## src/rtl/keypad_bcd_encoder.sv

```systemverilog
// Decimal keypad to BCD encoder: debounces ten key lines, rejects multi-key presses
// and shifts each clean digit into a NUM_DIGITS-wide BCD display register.
// Optional macro KEYPAD_BCD_SYNC_EN adds a synchronizer stage ahead of key_s.
module keypad_bcd_encoder #(
    parameter int DEBOUNCE_CYCLES = 4,
    parameter int NUM_DIGITS      = 2
) (
    input  logic                    clk,
    input  logic                    rst,
    input  logic [9:0]              key,
    output logic [3:0]              bcd_digit,
    output logic                    digit_valid,
    output logic                    err_multi,
    output logic [4*NUM_DIGITS-1:0] digits,
    output logic                    busy
);

    localparam int CNT_W = $clog2(DEBOUNCE_CYCLES + 1);
    localparam logic [CNT_W-1:0] CNT_MAX = CNT_W'(DEBOUNCE_CYCLES);
    localparam logic [CNT_W-1:0] CNT_ONE = CNT_W'(1);

    typedef enum logic [1:0] {
        IDLE,
        DEBOUNCE,
        PRESSED,
        RELEASE
    } state_t;

    state_t                  state;
    logic [CNT_W-1:0]        cnt;
    logic [9:0]              cand;
    logic [9:0]              key_s;
    logic [CNT_W-1:0]        press_cnt_next;
    logic                    press_accept;
    logic [CNT_W-1:0]        release_cnt_next;
    logic                    release_done;
    logic                    one_hot;
    logic [3:0]              key_index;
    logic [4*NUM_DIGITS-1:0] digits_shifted;

`ifdef KEYPAD_BCD_SYNC_EN
    // The first flop absorbs metastability; key_s is the second synchronizer stage.
    logic [9:0] key_meta;

    always_ff @(posedge clk or posedge rst) begin
        if (rst) begin
            key_meta <= '0;
            key_s    <= '0;
        end else begin
            key_meta <= key;
            key_s    <= key_meta;
        end
    end
`else
    always_ff @(posedge clk or posedge rst) begin
        if (rst) begin
            key_s <= '0;
        end else begin
            key_s <= key;
        end
    end
`endif

    always_comb begin
        one_hot   = (key_s != 10'd0) && ((key_s & (key_s - 10'd1)) == 10'd0);
        key_index = 4'd0;
        for (int i = 0; i < 10; i++) begin
            if (key_s[i]) begin
                key_index = 4'(i);
            end
        end
    end

    // A fresh or changed sample restarts the run at 1, so DEBOUNCE_CYCLES = 1 accepts at once.
    always_comb begin
        press_cnt_next = cnt;
        if (state == IDLE || key_s != cand) begin
            press_cnt_next = CNT_ONE;
        end else if (cnt != CNT_MAX) begin
            press_cnt_next = cnt + CNT_ONE;
        end
        press_accept = (key_s != 10'd0) && (press_cnt_next == CNT_MAX);
    end

    always_comb begin
        release_cnt_next = cnt;
        if (key_s != 10'd0) begin
            release_cnt_next = '0;
        end else if (cnt != CNT_MAX) begin
            release_cnt_next = cnt + CNT_ONE;
        end
        release_done = (key_s == 10'd0) && (release_cnt_next == CNT_MAX);
    end

    generate
        if (NUM_DIGITS == 1) begin : g_single
            always_comb digits_shifted = key_index;
        end else begin : g_multi
            always_comb digits_shifted = {digits[4*NUM_DIGITS-5:0], key_index};
        end
    endgenerate

    always_ff @(posedge clk or posedge rst) begin
        if (rst) begin
            state       <= IDLE;
            cnt         <= '0;
            cand        <= '0;
            bcd_digit   <= '0;
            digit_valid <= 1'b0;
            err_multi   <= 1'b0;
            digits      <= '0;
            busy        <= 1'b0;
        end else begin
            digit_valid <= 1'b0;
            err_multi   <= 1'b0;
            case (state)
                IDLE, DEBOUNCE: begin
                    if (key_s == 10'd0) begin
                        state <= IDLE;
                        cnt   <= '0;
                        busy  <= 1'b0;
                    end else begin
                        cand <= key_s;
                        cnt  <= press_cnt_next;
                        busy <= 1'b1;
                        if (press_accept) begin
                            state <= PRESSED;
                            if (one_hot) begin
                                bcd_digit   <= key_index;
                                digit_valid <= 1'b1;
                                digits      <= digits_shifted;
                            end else begin
                                err_multi <= 1'b1;
                            end
                        end else begin
                            state <= DEBOUNCE;
                        end
                    end
                end
                PRESSED: begin
                    state <= RELEASE;
                    cnt   <= '0;
                end
                RELEASE: begin
                    if (release_done) begin
                        state <= IDLE;
                        cnt   <= '0;
                        busy  <= 1'b0;
                    end else begin
                        cnt <= release_cnt_next;
                    end
                end
                default: begin
                    state <= IDLE;
                    cnt   <= '0;
                    busy  <= 1'b0;
                end
            endcase
        end
    end

endmodule

```

## config.mk

```make
export PLATFORM = sky130hd
export DESIGN_NAME = keypad_bcd_encoder
export DESIGN_NICKNAME = d
export VERILOG_FILES = /design/src/rtl/keypad_bcd_encoder.sv
export SDC_FILE = /design/constraint.sdc
export NUM_CORES = 1
export LEC_CHECK = 0
export CAP_MARGIN = 10
export CORE_ASPECT_RATIO = 0.6
export CORE_MARGIN = 2
export CORE_UTILIZATION = 35
export CTS_CLUSTER_DIAMETER = 120
export DETAILED_ROUTE_END_ITERATION = 10
export GPL_TIMING_DRIVEN = 0
export MAX_ROUTING_LAYER = met4
export PLACE_DENSITY = 0.66
export SYNTH_ARGS = -nofsm -noshare
export SYNTH_HDL_FRONTEND = slang
export SYNTH_SLANG_ARGS = --single-unit
```

## constraint.sdc

```tcl
create_clock -name clk -period 6.05 [get_ports clk]
set_input_delay 0.605 -clock clk [delete_from_list [all_inputs] [get_ports clk]]
set_output_delay 0.605 -clock clk [all_outputs]
set_load 0.01 [all_outputs]
```

# == Word level (Yosys, flattened, before mapping) ==
# Cells that the tools add are included.
# word_totals
regBits,40
out_inout_bits,15
word_cells,64
input_bits,12
# op_classes
n_reduce_logical,13
mux,30
bitwise_logic,2
eq_ne,8
addsub,2
# ops
cell,count
4-bit two-way mux,8
10-bit zero test,2
3-bit two-way mux,5
1-bit two-way mux,11
10-bit bitwise AND,1
10-bit != test,1
10-bit nonzero test,1
10-bit by 1-bit subtractor with 10-bit output (second input constant),1
3-bit case mux with 3 select lines,1
3-bit equality test (second input constant),2
2-bit two-way mux,3
2-bit case mux with 3 select lines,1
2-bit equality test (second input constant),2
2-bit AND reduction,2
4-bit AND reduction,1
3-bit by 1-bit adder with 3-bit output (second input constant),1
1-bit logical AND,3
3-bit != test (second input constant),1
2-bit by 1-bit equality test with 1-bit output (second input constant),1
2-bit zero test,1
2-bit != test (second input constant),1
1-bit case mux with 2 select lines,1
2-bit nonzero test,1
2-bit OR reduction,1
other kinds (2),2

# == Depth between registers and ports, before layout ==
# depth
ltp_word,9
ltp_mapped,8
mapped_depth_nobuf,8

# == Worst setup path before layout ==
# OpenSTA, ideal clock, no wires.
# synth_path
kind,register to register
start,register key_s[0]
end,register bcd_digit[0]
stages_incl_launch_ff,7
setup_ns,0.125
slack_ns,3.209
n_path_buf,0
required_ns,5.925
period_less_slack_ns,2.841
t_arrival_ns,2.717
cell_sequence,dfrtp_1 or4_4 or4_1 maj3_2 or3b_4 nor3_4 mux2_2
# synth_via
elab_chain_len,6
word_cells_on_any_way,13
cone_classes,add/sub (1); eq/ne (2); mux (1); bitwise (2); reduce/logical (7)
# synth_lines
element,line_no,rtl
from (decl),32,logic [9:0] key_s;
from (signal assigned),59,key_s <= key;
"parallel branches: the longest is 5 deep, another holds 10-bit by 1-bit subtractor with 10-bit output",-,
4-bit AND reduction (no line) *,-,
to (signal assigned),129,bcd_digit <= key_index;
to (decl),11,"output logic [3:0] bcd_digit,"
# Mark *: on every way between the ends.
# A chain may end at the register's enable or synchronous reset.

# == Worst setup path after layout ==
# layout_path
start,register key_s[1]
end,register bcd_digit[2]
# Same word-level chain as after synthesis.

==> metrics.md <==
| Metric | Value |
|---|---|
| Outcome | finished clean |
| EDFF count, synth | 0 |
| Data arrival, critical path | between 3 and 4 ns |
| Overall overflow remaining after global route | 0 |
| CP required | 6.21 ns |
| Top flip-flop cell by instance count after synthesis | dfrtp_1 |
| Root buffer cell | clkbuf_8 |
| Total length of routed wires | ~3500 um |
| Number of buffers on the longest clock path | 2 |
| Antenna fix cells | 0 |
| Antenna violations before repair | 0 |
| WP buf/inv | 0 |
| Number of buffers inserted by post-CTS setup repair | 0 |
| Slowest cell on the critical path | or4_4 |
| Maximum VDD drop | 97.33 uV |
| Total I/O pin count | 27 |
| Die area | ~5300 um^2 |
| Starting density of the core | 36.32% |
| Synth Area per Inst | approximately 12 um^2 |
| Crit-path cells | or4_4 > or4_1 > maj3_2 > or3b_4 > nor3_4 > mux2_2 |
| Core ar. | 4564 um^2 |
| Number of instances resized during post-cts repair | 0 |
| WL/cell | 14.50 um |
| Count of yosys warnings during synthesis | 0 |
| Largest net degree at the start of global routing | 20 |
| Final total negative setup slack | 0 ns |
| Share of flip-flops with an asynchronous set or reset | 100.0% |
| Maximum operating frequency | 0.3259 GHz |
| Multi-input gate area | 681.9 um^2 |
| Vias in the first global route | 1182 |
| Cell class contributing the biggest share of worst-path delay | simple AND/OR/NAND/NOR gates |
| Count of hold-fix buffers inserted at cts | 0 |
| Final Skew | 0.003733 ns |
| Total length of routed met2 wires | about 1600 um |
| Cell accounting for the most synthesized area | dfrtp_1 |
| Top cells by area in the synthesized netlist | dfrtp_1, mux2_2, xnor2_1 |
| Cells after synthesis | between 100 and 150 |
| Commonest cells after routing, fill and taps aside | dfrtp_1, clkdlybuf4s50_1, mux2_2 |
| Sequential area share after synthesis | 54.34% |
| Fraction of layout instances using a drive strength above 1 | 18.64% |
| PwrDens | about 210 nW/um^2 |
| Clock latency reported for the late side of the worst-skew pair | 0.28 ns |
| Count of vias placed by the detailed router | 1205 |
| Portion of the clock cycle consumed by the worst path in the final layout | 50.71% |
| Biggest fanout along the worst timing path | 8 |
| RSZ-0062 raised after global routing | no |
| HPWL reported at the end of detailed placement | 2672 um |
| Initial drt markers | 43 |
| Vertical extent of the die | 57.31 um |
| Slew Limit Fails | 0 |
| Kind of path behind the tightest hold check | reg2reg |
| Register bit total from synthesis | 36 |
| Post-route ant nets | 0 |
| Area added between synthesis and finish | 26.79% |
| Netlist area before placement | around 1700 um^2 |
| Final net count | between 150 and 200 |
| Worst slew pin tran | 0.9508 ns |
| First-pass GRT wire length | between 5000 and 6000 um |
| Number of buffers created by CTS | 5 |
| Max-slew headroom | 35.72% |
| Routability Congestion | around 0.86 |
| Number of maximum-capacitance constraint violations | 0 |
| Top Layer Used | met4 |
| Static leakage power | just under 0.9 nW |
| Top cell type's share of synthesized area | 54.34% |
| Most common cell after layout, fill and taps aside | dfrtp_1 |
| Post-DR vias/cell | 5.021 |
| Port Buf Inserts | 26 |
| Clock tree from TritonCTS | built |
| Hold violation count in the final report | 0 |
| DR WL met3 | approximately 210 um |
| Library cells used by synthesis | 38 |
| Clk sink count | 36 |
| Clock period minus worst slack | roughly 3 ns |
| DR pass1 iterations | 4 |
| CTS clock-pin slew for the worst setup and hold paths | 0.07 ns |
| CTS HTree Levels | 2 |
| Die span in x | between 90 and 100 um |
| Num rows | 19 |
| Footprint of the flip-flops and latches | roughly 900 um^2 |
| Total routed wire length on the met1 layer | 1669 um |
| Start-to-end type of the worst setup path | reg2reg |
| Nets in the synthesized netlist | 157 |
| Count of final setup violators | 0 |
| Sort of element at the start of the critical path | flip-flop |
| # DRC | 0 |
| Capturing element type of the critical path | flip-flop |
| Final design utilization | 46.05% |
| Worst stage delay on the critical path | 0.57 ns |
| Global-route usage over all layers | 14.46% |
| Number of inserted filler cells in the final layout | 427 |
## per-layer routing
metal / up-vias / global-route usage (%)
met4: 0 / 2.521
met5: - / -
met3: 4 / 5.020
li1: 567 / -
met1: 600 / 19.49
met2: 34 / 21.64
## report_power, final
part           leakage, nW  internal, mW  switching, mW  total, mW
Combinational        0.404        0.0185         0.0151     0.0335
Sequential           0.441         0.248        0.00772      0.255
Clock               0.0410        0.0782         0.0784      0.157
## area by class of cell
cell class,instances,area share [%]
Sequential cell,36,42.86
Multi-Input combinational cell,91,32.44
Timing Repair Buffer,27,13.69
Tap cell,63,3.750
Clock buffer,6,3.452
Buffer,8,2.143
Inverter,8,1.429
Clock inverter,1,0.2381
## logic make-up after synthesis
group | synth area share, %
DFF | 54.34
and+or+nand+nor | 12.38
AOI/OAI and AO/OA | 11.09
buffers and inverters | 4.528
muxes | 10.19
xor gates and xnor gates | 5.283
adders and majority gates | 2.188
## through the flow
step	setup slack [ns]	power, mW	hold slack, ns	cells	cell area, um^2
floorplan	3.209	0.2771	0.4626	143	1658
global placement	3.045	0.2890	0.4881	232	1997
detailed placement	2.984	0.2937	0.5022	233	2024
CTS	2.979	0.4497	0.5139	240	2102
global route	2.891	0.4682	0.5408	240	2102
finish	2.982	0.4453	0.5137	240	2102
## worst paths after layout
kind | start | end | slack, ns | cells past startpoint
worst max-delay path | key_s[1] | bcd_digit[2] | 2.98 | 6
max in group asynchronous | rst | err_multi | 4.71 | 3
worst min register to register | state[0] | state[0] | 0.51 | 1
min in group asynchronous | rst | key_s[6] | 0.78 | 2
worst max register to register | key_s[1] | bcd_digit[2] | 2.98 | 6
worst min-delay path | state[0] | state[0] | 0.51 | 1
## synthesized netlist by cell type (2+ instances only)
library cell and instances:
buf_4 4, xnor2_1 10, a211oi_1 3, mux2_2 15
nand3_1 2, inv_1 8, ha_1 2, a21oi_1 9
o21bai_1 2, or4_1 2, or2_2 2, nor2_1 7
o21ai_0 7, clkbuf_1 3, nor2b_1 2, nand2_1 8
dfrtp_1 36
## state kept, by name, summed over array words and instances (netlist names)
register     count
digit_valid      1
busy             1
err_multi        1
state            2
bcd_digit        3
cand            10
cnt              3
key_s           10
digits           5
## worst register-to-register path, cell delays in order (launching register included)
cell     delay [ns]
dfrtp_1        0.46
or4_4          0.57
or4_1          0.43
maj3_2         0.33
or3b_4         0.42
nor3_4         0.36
mux2_2         0.39
Power figures use the tool's default switching activity.
